<file path="src/rtl/defs_pkg.sv">
// Shared CPU definitions: control-unit states, control signal bundle and the
// fetch-stage state encoding used by fetch_unit.
package defs_pkg;

  typedef enum logic [3:0] {
    STATE_RESET,
    STATE_FETCH,
    STATE_DECODE,
    STATE_EXEC_ALU,
    STATE_EXEC_LOAD,
    STATE_EXEC_STORE,
    STATE_EXEC_JUMP,
    STATE_EXEC_BRANCH,
    STATE_EXEC_JR,
    STATE_EXEC_LINK,
    STATE_HALT
  } state_t;

  typedef struct packed {
    logic fetch_start;
    logic pc_redirect;
    logic reg_write;
    logic mem_read;
    logic mem_write;
    logic alu_src;
    logic link;
  } ctrl_sig_t;

  typedef enum logic [1:0] {
    FETCH_IDLE,
    FETCH_WAIT,
    FETCH_DONE
  } fetch_state_t;

  localparam int unsigned RESET_PC = 0;

endpackage

</file>
<file path="src/rtl/fetch_unit.sv">
// Instruction fetch stage: owns the PC and instruction register, issues one
// word read per fetch_start over a req/ack handshake and applies PC redirects.
module fetch_unit
  import defs_pkg::*;
#(
  parameter int unsigned ADDR_WIDTH        = 16,
  parameter int unsigned INSTRUCTION_WIDTH = 16,
  parameter int unsigned RESET_PC          = defs_pkg::RESET_PC
) (
  input  logic                         clk,
  input  logic                         resetn,
  input  logic                         fetch_start,
  output logic                         fetch_done,
  output logic                         busy,
  output logic [INSTRUCTION_WIDTH-1:0] instruct,
  output logic [ADDR_WIDTH-1:0]        instr_pc,
  output logic [ADDR_WIDTH-1:0]        link_addr,
  output logic [ADDR_WIDTH-1:0]        pc,
  input  logic                         redirect_valid,
  input  logic [ADDR_WIDTH-1:0]        redirect_addr,
  output logic                         mem_req,
  output logic [ADDR_WIDTH-1:0]        mem_addr,
  input  logic                         mem_ack,
  input  logic [INSTRUCTION_WIDTH-1:0] mem_rdata
);

  localparam logic [ADDR_WIDTH-1:0] ADDR_ONE = ADDR_WIDTH'(1);
  localparam logic [ADDR_WIDTH-1:0] PC_INIT  = ADDR_WIDTH'(RESET_PC);

  fetch_state_t                 state_q, state_d;
  logic [ADDR_WIDTH-1:0]        pc_q, pc_d;
  logic [INSTRUCTION_WIDTH-1:0] instruct_q, instruct_d;
  logic [ADDR_WIDTH-1:0]        instr_pc_q, instr_pc_d;
  logic [ADDR_WIDTH-1:0]        link_addr_q, link_addr_d;
  logic                         mem_req_q, mem_req_d;
  logic [ADDR_WIDTH-1:0]        mem_addr_q, mem_addr_d;
  logic                         fetch_done_q, fetch_done_d;
  logic                         busy_q, busy_d;
  logic                         pend_vld_q, pend_vld_d;
  logic [ADDR_WIDTH-1:0]        pend_addr_q, pend_addr_d;

  always_comb begin
    state_d      = state_q;
    pc_d         = pc_q;
    instruct_d   = instruct_q;
    instr_pc_d   = instr_pc_q;
    mem_req_d    = mem_req_q;
    mem_addr_d   = mem_addr_q;
    fetch_done_d = 1'b0;
    pend_vld_d   = pend_vld_q;
    pend_addr_d  = pend_addr_q;

    unique case (state_q)
      FETCH_IDLE: begin
        if (redirect_valid) begin
          pc_d = redirect_addr;
        end
        if (fetch_start) begin
          mem_req_d  = 1'b1;
          mem_addr_d = redirect_valid ? redirect_addr : pc_q;
          state_d    = FETCH_WAIT;
        end
      end
      FETCH_WAIT: begin
        if (mem_ack) begin
          instruct_d   = mem_rdata;
          instr_pc_d   = mem_addr_q;
          mem_req_d    = 1'b0;
          fetch_done_d = 1'b1;
          state_d      = FETCH_DONE;
          pend_vld_d   = 1'b0;
          // A redirect arriving with the ack is newer than any recorded one.
          if (redirect_valid) begin
            pc_d = redirect_addr;
          end else if (pend_vld_q) begin
            pc_d = pend_addr_q;
          end else begin
            pc_d = mem_addr_q + ADDR_ONE;
          end
        end else if (redirect_valid) begin
          pend_vld_d  = 1'b1;
          pend_addr_d = redirect_addr;
        end
      end
      FETCH_DONE: begin
        state_d = FETCH_IDLE;
        if (redirect_valid) begin
          pc_d = redirect_addr;
        end
      end
      default: state_d = FETCH_IDLE;
    endcase

    busy_d      = (state_d != FETCH_IDLE);
    link_addr_d = instr_pc_d + ADDR_ONE;
  end

  always_ff @(posedge clk) begin
    if (!resetn) begin
      state_q      <= FETCH_IDLE;
      pc_q         <= PC_INIT;
      instruct_q   <= '0;
      instr_pc_q   <= '0;
      link_addr_q  <= ADDR_ONE;
      mem_req_q    <= 1'b0;
      mem_addr_q   <= '0;
      fetch_done_q <= 1'b0;
      busy_q       <= 1'b0;
      pend_vld_q   <= 1'b0;
      pend_addr_q  <= '0;
    end else begin
      state_q      <= state_d;
      pc_q         <= pc_d;
      instruct_q   <= instruct_d;
      instr_pc_q   <= instr_pc_d;
      link_addr_q  <= link_addr_d;
      mem_req_q    <= mem_req_d;
      mem_addr_q   <= mem_addr_d;
      fetch_done_q <= fetch_done_d;
      busy_q       <= busy_d;
      pend_vld_q   <= pend_vld_d;
      pend_addr_q  <= pend_addr_d;
    end
  end

  assign fetch_done = fetch_done_q;
  assign busy       = busy_q;
  assign instruct   = instruct_q;
  assign instr_pc   = instr_pc_q;
  assign link_addr  = link_addr_q;
  assign pc         = pc_q;
  assign mem_req    = mem_req_q;
  assign mem_addr   = mem_addr_q;

endmodule

</file>
<file path="config.mk">
export PLATFORM = sky130hd
export DESIGN_NAME = fetch_unit
export DESIGN_NICKNAME = d
export VERILOG_FILES = /design/src/rtl/defs_pkg.sv /design/src/rtl/fetch_unit.sv
export SDC_FILE = /design/constraint.sdc
export NUM_CORES = 1
export LEC_CHECK = 0
export ABC_AREA = 1
export BUFFER_PORTS_ARGS = -buffer_cell sky130_fd_sc_hd__buf_2
export CELL_PAD_IN_SITES_DETAIL_PLACEMENT = 2
export CELL_PAD_IN_SITES_GLOBAL_PLACEMENT = 2
export CORE_MARGIN = 3
export CORE_UTILIZATION = 29
export CTS_CLUSTER_DIAMETER = 60
export DETAILED_ROUTE_END_ITERATION = 10
export HOLD_SLACK_MARGIN = 0.15
export PLACE_DENSITY_LB_ADDON = 0.1
export SLEW_MARGIN = 5
export SYNTH_ARGS = -nofsm -noshare
export SYNTH_HDL_FRONTEND = slang
export SYNTH_SLANG_ARGS = --single-unit
</file>
<file path="constraint.sdc">
create_clock -name clk -period 2.1 [get_ports clk]
set_clock_uncertainty 0.1 [all_clocks]
set_input_delay 0.105 -clock clk [delete_from_list [all_inputs] [get_ports clk]]
set_output_delay 0.105 -clock clk [all_outputs]
set_load 0.005 [all_outputs]
</file>
==> results of run 1 <==
-- state kept, by name (all words and copies together) (netlist names) --
signal	cells
instr_pc	16
instruct	16
link_addr	16
mem_addr	16
pc	16
pend_addr_q	16
state_q	2
busy	1
fetch_done	1
mem_req	1
pend_vld_q	1
-- power groups by stage --
stage	Combinational, mW	Clock, mW	Sequential, mW
floorplan	0.438	0	2.20
global placement	0.782	0	2.22
detailed placement	0.807	0	2.23
CTS	0.860	1.84	2.18
global route	0.968	1.92	2.20
finish	0.860	1.80	2.18
-- logic make-up (layout without fill, tap and decap cells) --
group / Yosys count / in the layout / share of synthesized area
compound gates: 140 / 140 / 0.164
xor+xnor: 6 / 6 / 0.0106
fa+ha+maj: 2 / 2 / 0.00505
buf+inv: 106 / 261 / 0.0921
flops: 102 / 102 / 0.412
simple gates: 361 / 362 / 0.316
-- layout make-up --
type / instances / area, um^2
Fill cell: 2003 / 10100
Multi-Input combinational cell: 510 / 2470
Sequential cell: 102 / 2040
Timing Repair Buffer: 183 / 1190
Tap cell: 220 / 275
Clock buffer: 10 / 239
Inverter: 62 / 233
Clock inverter: 6 / 68.8
-- cell usage after synthesis --
master | count | share of area
dfxtp_1 | 102 | 0.41
a211oi_1 | 13 | 0.020
nand3b_1 | 1 | 0.0015
nor2_2 | 7 | 0.0088
nand2_2 | 4 | 0.0050
xor2_1 | 6 | 0.011
a31oi_1 | 8 | 0.010
clkbuf_2 | 2 | 0.0020
nor2_4 | 2 | 0.0045
o32ai_1 | 1 | 0.0018
nand3_2 | 2 | 0.0040
o21ai_1 | 3 | 0.0030
nand4_1 | 20 | 0.025
inv_1 | 58 | 0.044
buf_4 | 4 | 0.0061
or2_1 | 1 | 0.0013
and2_1 | 1 | 0.0013
clkbuf_1 | 19 | 0.014
o211ai_1 | 5 | 0.0076
nand3_1 | 49 | 0.049
nand2_1 | 162 | 0.12
o21ai_4 | 1 | 0.0033
a311oi_1 | 9 | 0.016
o21ai_0 | 62 | 0.063
o31ai_1 | 3 | 0.0045
buf_1 | 1 | 0.00076
a21oi_1 | 35 | 0.035
nor2_1 | 92 | 0.070
ha_1 | 2 | 0.0050
nor3_1 | 19 | 0.019
nand3_4 | 1 | 0.0035
inv_2 | 4 | 0.0030
buf_2 | 15 | 0.015
buf_6 | 3 | 0.0068
-- what timing repair did --
action	CTS	global route
setup buffers	0	2
endpoints found under the setup margin	0	13
hold endpoints to repair	61	0
hold buffers	33	0
gates resized for setup	0	8
-- path summary, 6_finish.rpt --
| check | startpoint | to | slack (ps) | cells past startpoint |
|---|---|---|---|---|
| max | state_q[1] | link_addr[15] | 150 | 9 |
| min | fetch_start | mem_addr[3] | 180 | 5 |
| max reg2reg | state_q[1] | link_addr[15] | 150 | 9 |
| min reg2reg | instruct[13] | instruct[13] | 370 | 2 |
-- critical path: stages (launching register included) --
cell	delay, ps
dfxtp_1	410
inv_2	110
nand3_4	150
nand2_1	90
nand2_1	200
nand2_2	110
nor2_1	280
nand2_1	140
o21ai_1	160
a21oi_1	80
-- per-layer routing --
layer  vias up  part of all wire  routed length (um)  track usage
li1       2679                 -                   -            -
met1      2719              0.45                9430        0.296
met2       113              0.50               10400        0.397
met3         9             0.045                 934       0.0401
met4         0            0.0062                 130       0.0454
met5         -                 0                   0            0
-- through the flow --
| stage | setup slack [ps] | total power, mW | area [um^2] | utilization |
|---|---|---|---|---|
| 2_1_floorplan | 216 | 2.64 | 4960 | - |
| 3_3_place_gp | 121 | 3.00 | 5830 | 0.351 |
| 3_5_place_dp | 80.1 | 3.03 | 5830 | 0.351 |
| 4_1_cts | 32.2 | 4.88 | 6470 | 0.389 |
| 5_1_grt | -0.000222 | 5.09 | 6520 | 0.392 |
| 6_report | 152 | 4.84 | 6520 | 0.392 |
==> reports/qor.csv, run 1 <==
metric;value;unit
outcome;complete, no violations;
antenna_left;0;
syn_to_final_growth;31.6;%
dpl.cell_count;1041;
pwr-share-comb;0.178;
antennaDiodeCount;0;
max-clock-path-buffers;2;
holdWs;176;ps
hold_class;input pin to register;
synth_fp_nets;756;
switchingPower;1.48;mW
gpl.final_weighted_congestion;0.887;
grt_pass1_wl;33.1;mm
wl_per_cell;19.1;um
fp.dieW;137;um
grt_usage;0.228;
grt_max_degree;61;
drv_slew;0;
setup_viol;0;
ctsHtreeMaxLevel;3;
die_h;137;um
drive_gt1_frac;0.220;
place_hpwl;15.2;mm
pwr-share-clk;0.371;
p_int;3.36;mW
syn_area_per_cell;6.91;um^2
crit_arrival;2090;ps
overflow;0;
timing.final.crit_share;0.928;
core_area;16600;um^2
powerDensity;742;nW/um^2
p_sw_frac;0.305;
tightestPinTransition;642;ps
ys_seq_area_frac;0.412;
critPathCaptureType;register;
ir_drop;366;uV
insertion_delay;360;ps
dieArea;18700;um^2
cts_sinks;102;
postSynthCellCount;717;
synth.distinct_cells;34;
yosysWarningCount;0;
drt-pass1-iter-count;4;
fmax;0.513;GHz
num_rows;47;
cts-root-buf;clkbuf_16;
start_kind;register;
p_leak;3.07;nW
drv_cap;0;
ys_seq_elements;102;
mostFrequentLayoutCell;nand2_1;
vias;5520;
fin_tns_setup;0;ps
required;2240;ps
start_util;0.298;
finalHoldViolCount;0;
cp_max_fo;7;
clk_pin_slew;70;ps
drc_errors;0;
drtIter0Drc;273;
antenna_found_initial;0;
grt_pass1_vias;5980;
final_cells;1093;
mostFrequentLayoutCells;162 x nand2_1, 119 x buf_2, 101 x dfxtp_1;
drt-total-wl;20.9;mm
synth.cell_area;4960;um^2
slew_headroom;0.572;
seqPwrFrac;0.451;
cts_made_buffers;9;
top_level_ports;120;
nNetsFinal;907;
criticalPathCategory;register to register;
min_period;1950;ps
via_per_inst;5.05;
portBuffers;119;
tritoncts;yes;
Note: power is estimated with default switching activity, not from simulation.
==> run 2, diff against run 1 <==
Settings changed: RECOVER_POWER set to 50.
==> run 2 against run 1 <==
  * Fmax increased by 0.16%
  * Count of clock-buffer cells in the layout unchanged
  * Non-clock buffer count unchanged
  * Combinational power fell by 2.7%
  * Final cell count is the same
  * Wire length about the same
  * Sequential power barely moved
  * Critical path type unchanged
  * Largest cell class unchanged
  * Highest routed layer unchanged
==> reports/qor.csv, run 2 (synthesized netlist as in run 1, its figures left out) <==
metric;value;unit;change
seqPwrFrac;0.454;;+0.003
drc_errors;0;;unchanged
r2r_setup_slack;150;ps;about the same
dieArea;18700;um^2;unchanged
clk_pin_slew;70;ps;about the same
setup_viol;0;;unchanged
drt-pass1-iter-count;4;;unchanged
criticalPathCategory;register to register;;
hold_class;input pin to register;;
finalPower;4.81;mW;-0.52%
antenna_found_initial;0;;unchanged
antennaDiodeCount;0;;unchanged
wl_per_cell;19.1;um;about the same
tightestPinTransition;636;ps;-6.69 ps
timing.final.crit_share;0.926;;-0.00145
start_util;0.298;;unchanged
place_hpwl;15.2;mm;unchanged
die_h;137;um;unchanged
p_int;3.34;mW;-0.66%
drtIter0Drc;221;;-19%
p_leak;2.81;nW;-8.5%
slew_headroom;0.576;;+0.00446
critPathCaptureType;register;;
mostFrequentLayoutCell;nand2_1;;
finalHoldViolCount;0;;unchanged
fin_tns_setup;0;ps;unchanged
dpl.cell_count;1041;;unchanged
cts-root-buf;clkbuf_16;;
ir_drop;363;uV;-0.92%
fmax;0.514;GHz;+0.16%
ctsHtreeMaxLevel;3;;unchanged
fp.dieW;137;um;unchanged
portBuffers;119;;unchanged
antenna_left;0;;unchanged
rsz0062_at_grt;false;;
max-clock-path-buffers;2;;unchanged
drv_cap;0;;unchanged
p_sw_frac;0.306;;+0.000960
tritoncts;yes;;
grt_max_degree;61;;unchanged
min_period;1950;ps;-3.05 ps
fillers;2032;;+1.4%
powerDensity;748;nW/um^2;+0.85%
final_cells;1093;;unchanged
overflow;0;;unchanged
grt_pass1_vias;5980;;unchanged
pre_cts_ws;80.1;ps;unchanged
cts_sinks;102;;unchanged
num_rows;47;;unchanged
nNetsFinal;907;;unchanged
pwr-share-comb;0.174;;-0.004
vias;5533;;+0.24%
drive_gt1_frac;0.143;;-0.0767
start_kind;register;;
core_area;16600;um^2;unchanged
mostFrequentLayoutCells;162 x nand2_1, 101 x dfxtp_1, 90 x nor2_1;;
outcome;complete, no violations;;
syn_to_final_growth;29.8;%;
via_per_inst;5.06;;+0.24%
gpl.final_weighted_congestion;0.887;;unchanged
top_level_ports;120;;unchanged
switchingPower;1.47;mW;-0.21%
cp_max_fo;7;;unchanged
cts_made_buffers;9;;unchanged
required;2240;ps;about the same
insertion_delay;360;ps;about the same
grt_usage;0.228;;unchanged
drv_slew;0;;unchanged
fin_ws;155;ps;+3.05 ps
pwr-share-clk;0.372;;about the same
grt_pass1_wl;33.1;mm;unchanged
crit_arrival;2090;ps;about the same
drt-total-wl;20.9;mm;about the same
==> run 2: metrics by stage <==
step           utilization  instance area [um^2]  hold slack, ps
2_1_floorplan            -                  4960             108
3_3_place_gp         0.351                  5830             192
3_5_place_dp         0.351                  5830             202
4_1_cts              0.389                  6470             167
5_1_grt              0.386                  6430             178
6_report             0.386                  6430             169
==> run 2: path summary, 6_finish.rpt <==
check,from,endpoint,cells after the start
setup / recovery,state_q[1],link_addr[15],9
hold / removal,fetch_start,mem_addr[13],4
setup reg to reg,state_q[1],link_addr[15],9
hold reg to reg,instruct[13],instruct[13],2
==> run 2: layer usage <==
metal  GRT usage  wire length (um)  part of all wire
met2       0.397             10400              0.50
met3      0.0401               742             0.036
met1       0.296              9620              0.46
met5           0                 0                 0
met4      0.0454               141            0.0068
==> run 2: repair_timing <==
action | CTS | global route
buffers inserted | 0 | 2
gates resized for setup | 0 | 8
endpoints found under the hold margin | 61 | 0
setup endpoints to repair | 0 | 13
hold buffers | 33 | 0
==> run 2: final cells by class <==
class	instances	area (um^2)	share of cell area
sequential	102	2040	0.318
inverter	62	233	0.0362
clock inverter	6	68.8	0.0107
multi-input combinational	510	2470	0.384
clock buffer	10	239	0.0372
timing repair buffer	183	1100	0.171
tap	220	275	0.0428
==> run 2: power by group through the flow <==
stage	registers [mW]	clock network [mW]	logic, mW
CTS	2.18	1.84	0.860
finish	2.18	1.79	0.837
detailed placement	2.23	0	0.807
floorplan	2.20	0	0.438
global placement	2.22	0	0.782
global route	2.21	1.92	0.944
==> run 2: critical path: stages (launching register included) <==
cell	delay, ps
dfxtp_1	410
inv_2	110
nand3_4	150
nand2_1	90
nand2_1	200
nand2_2	110
nor2_1	280
nand2_1	140
o21ai_1	160
a21oi_1	80
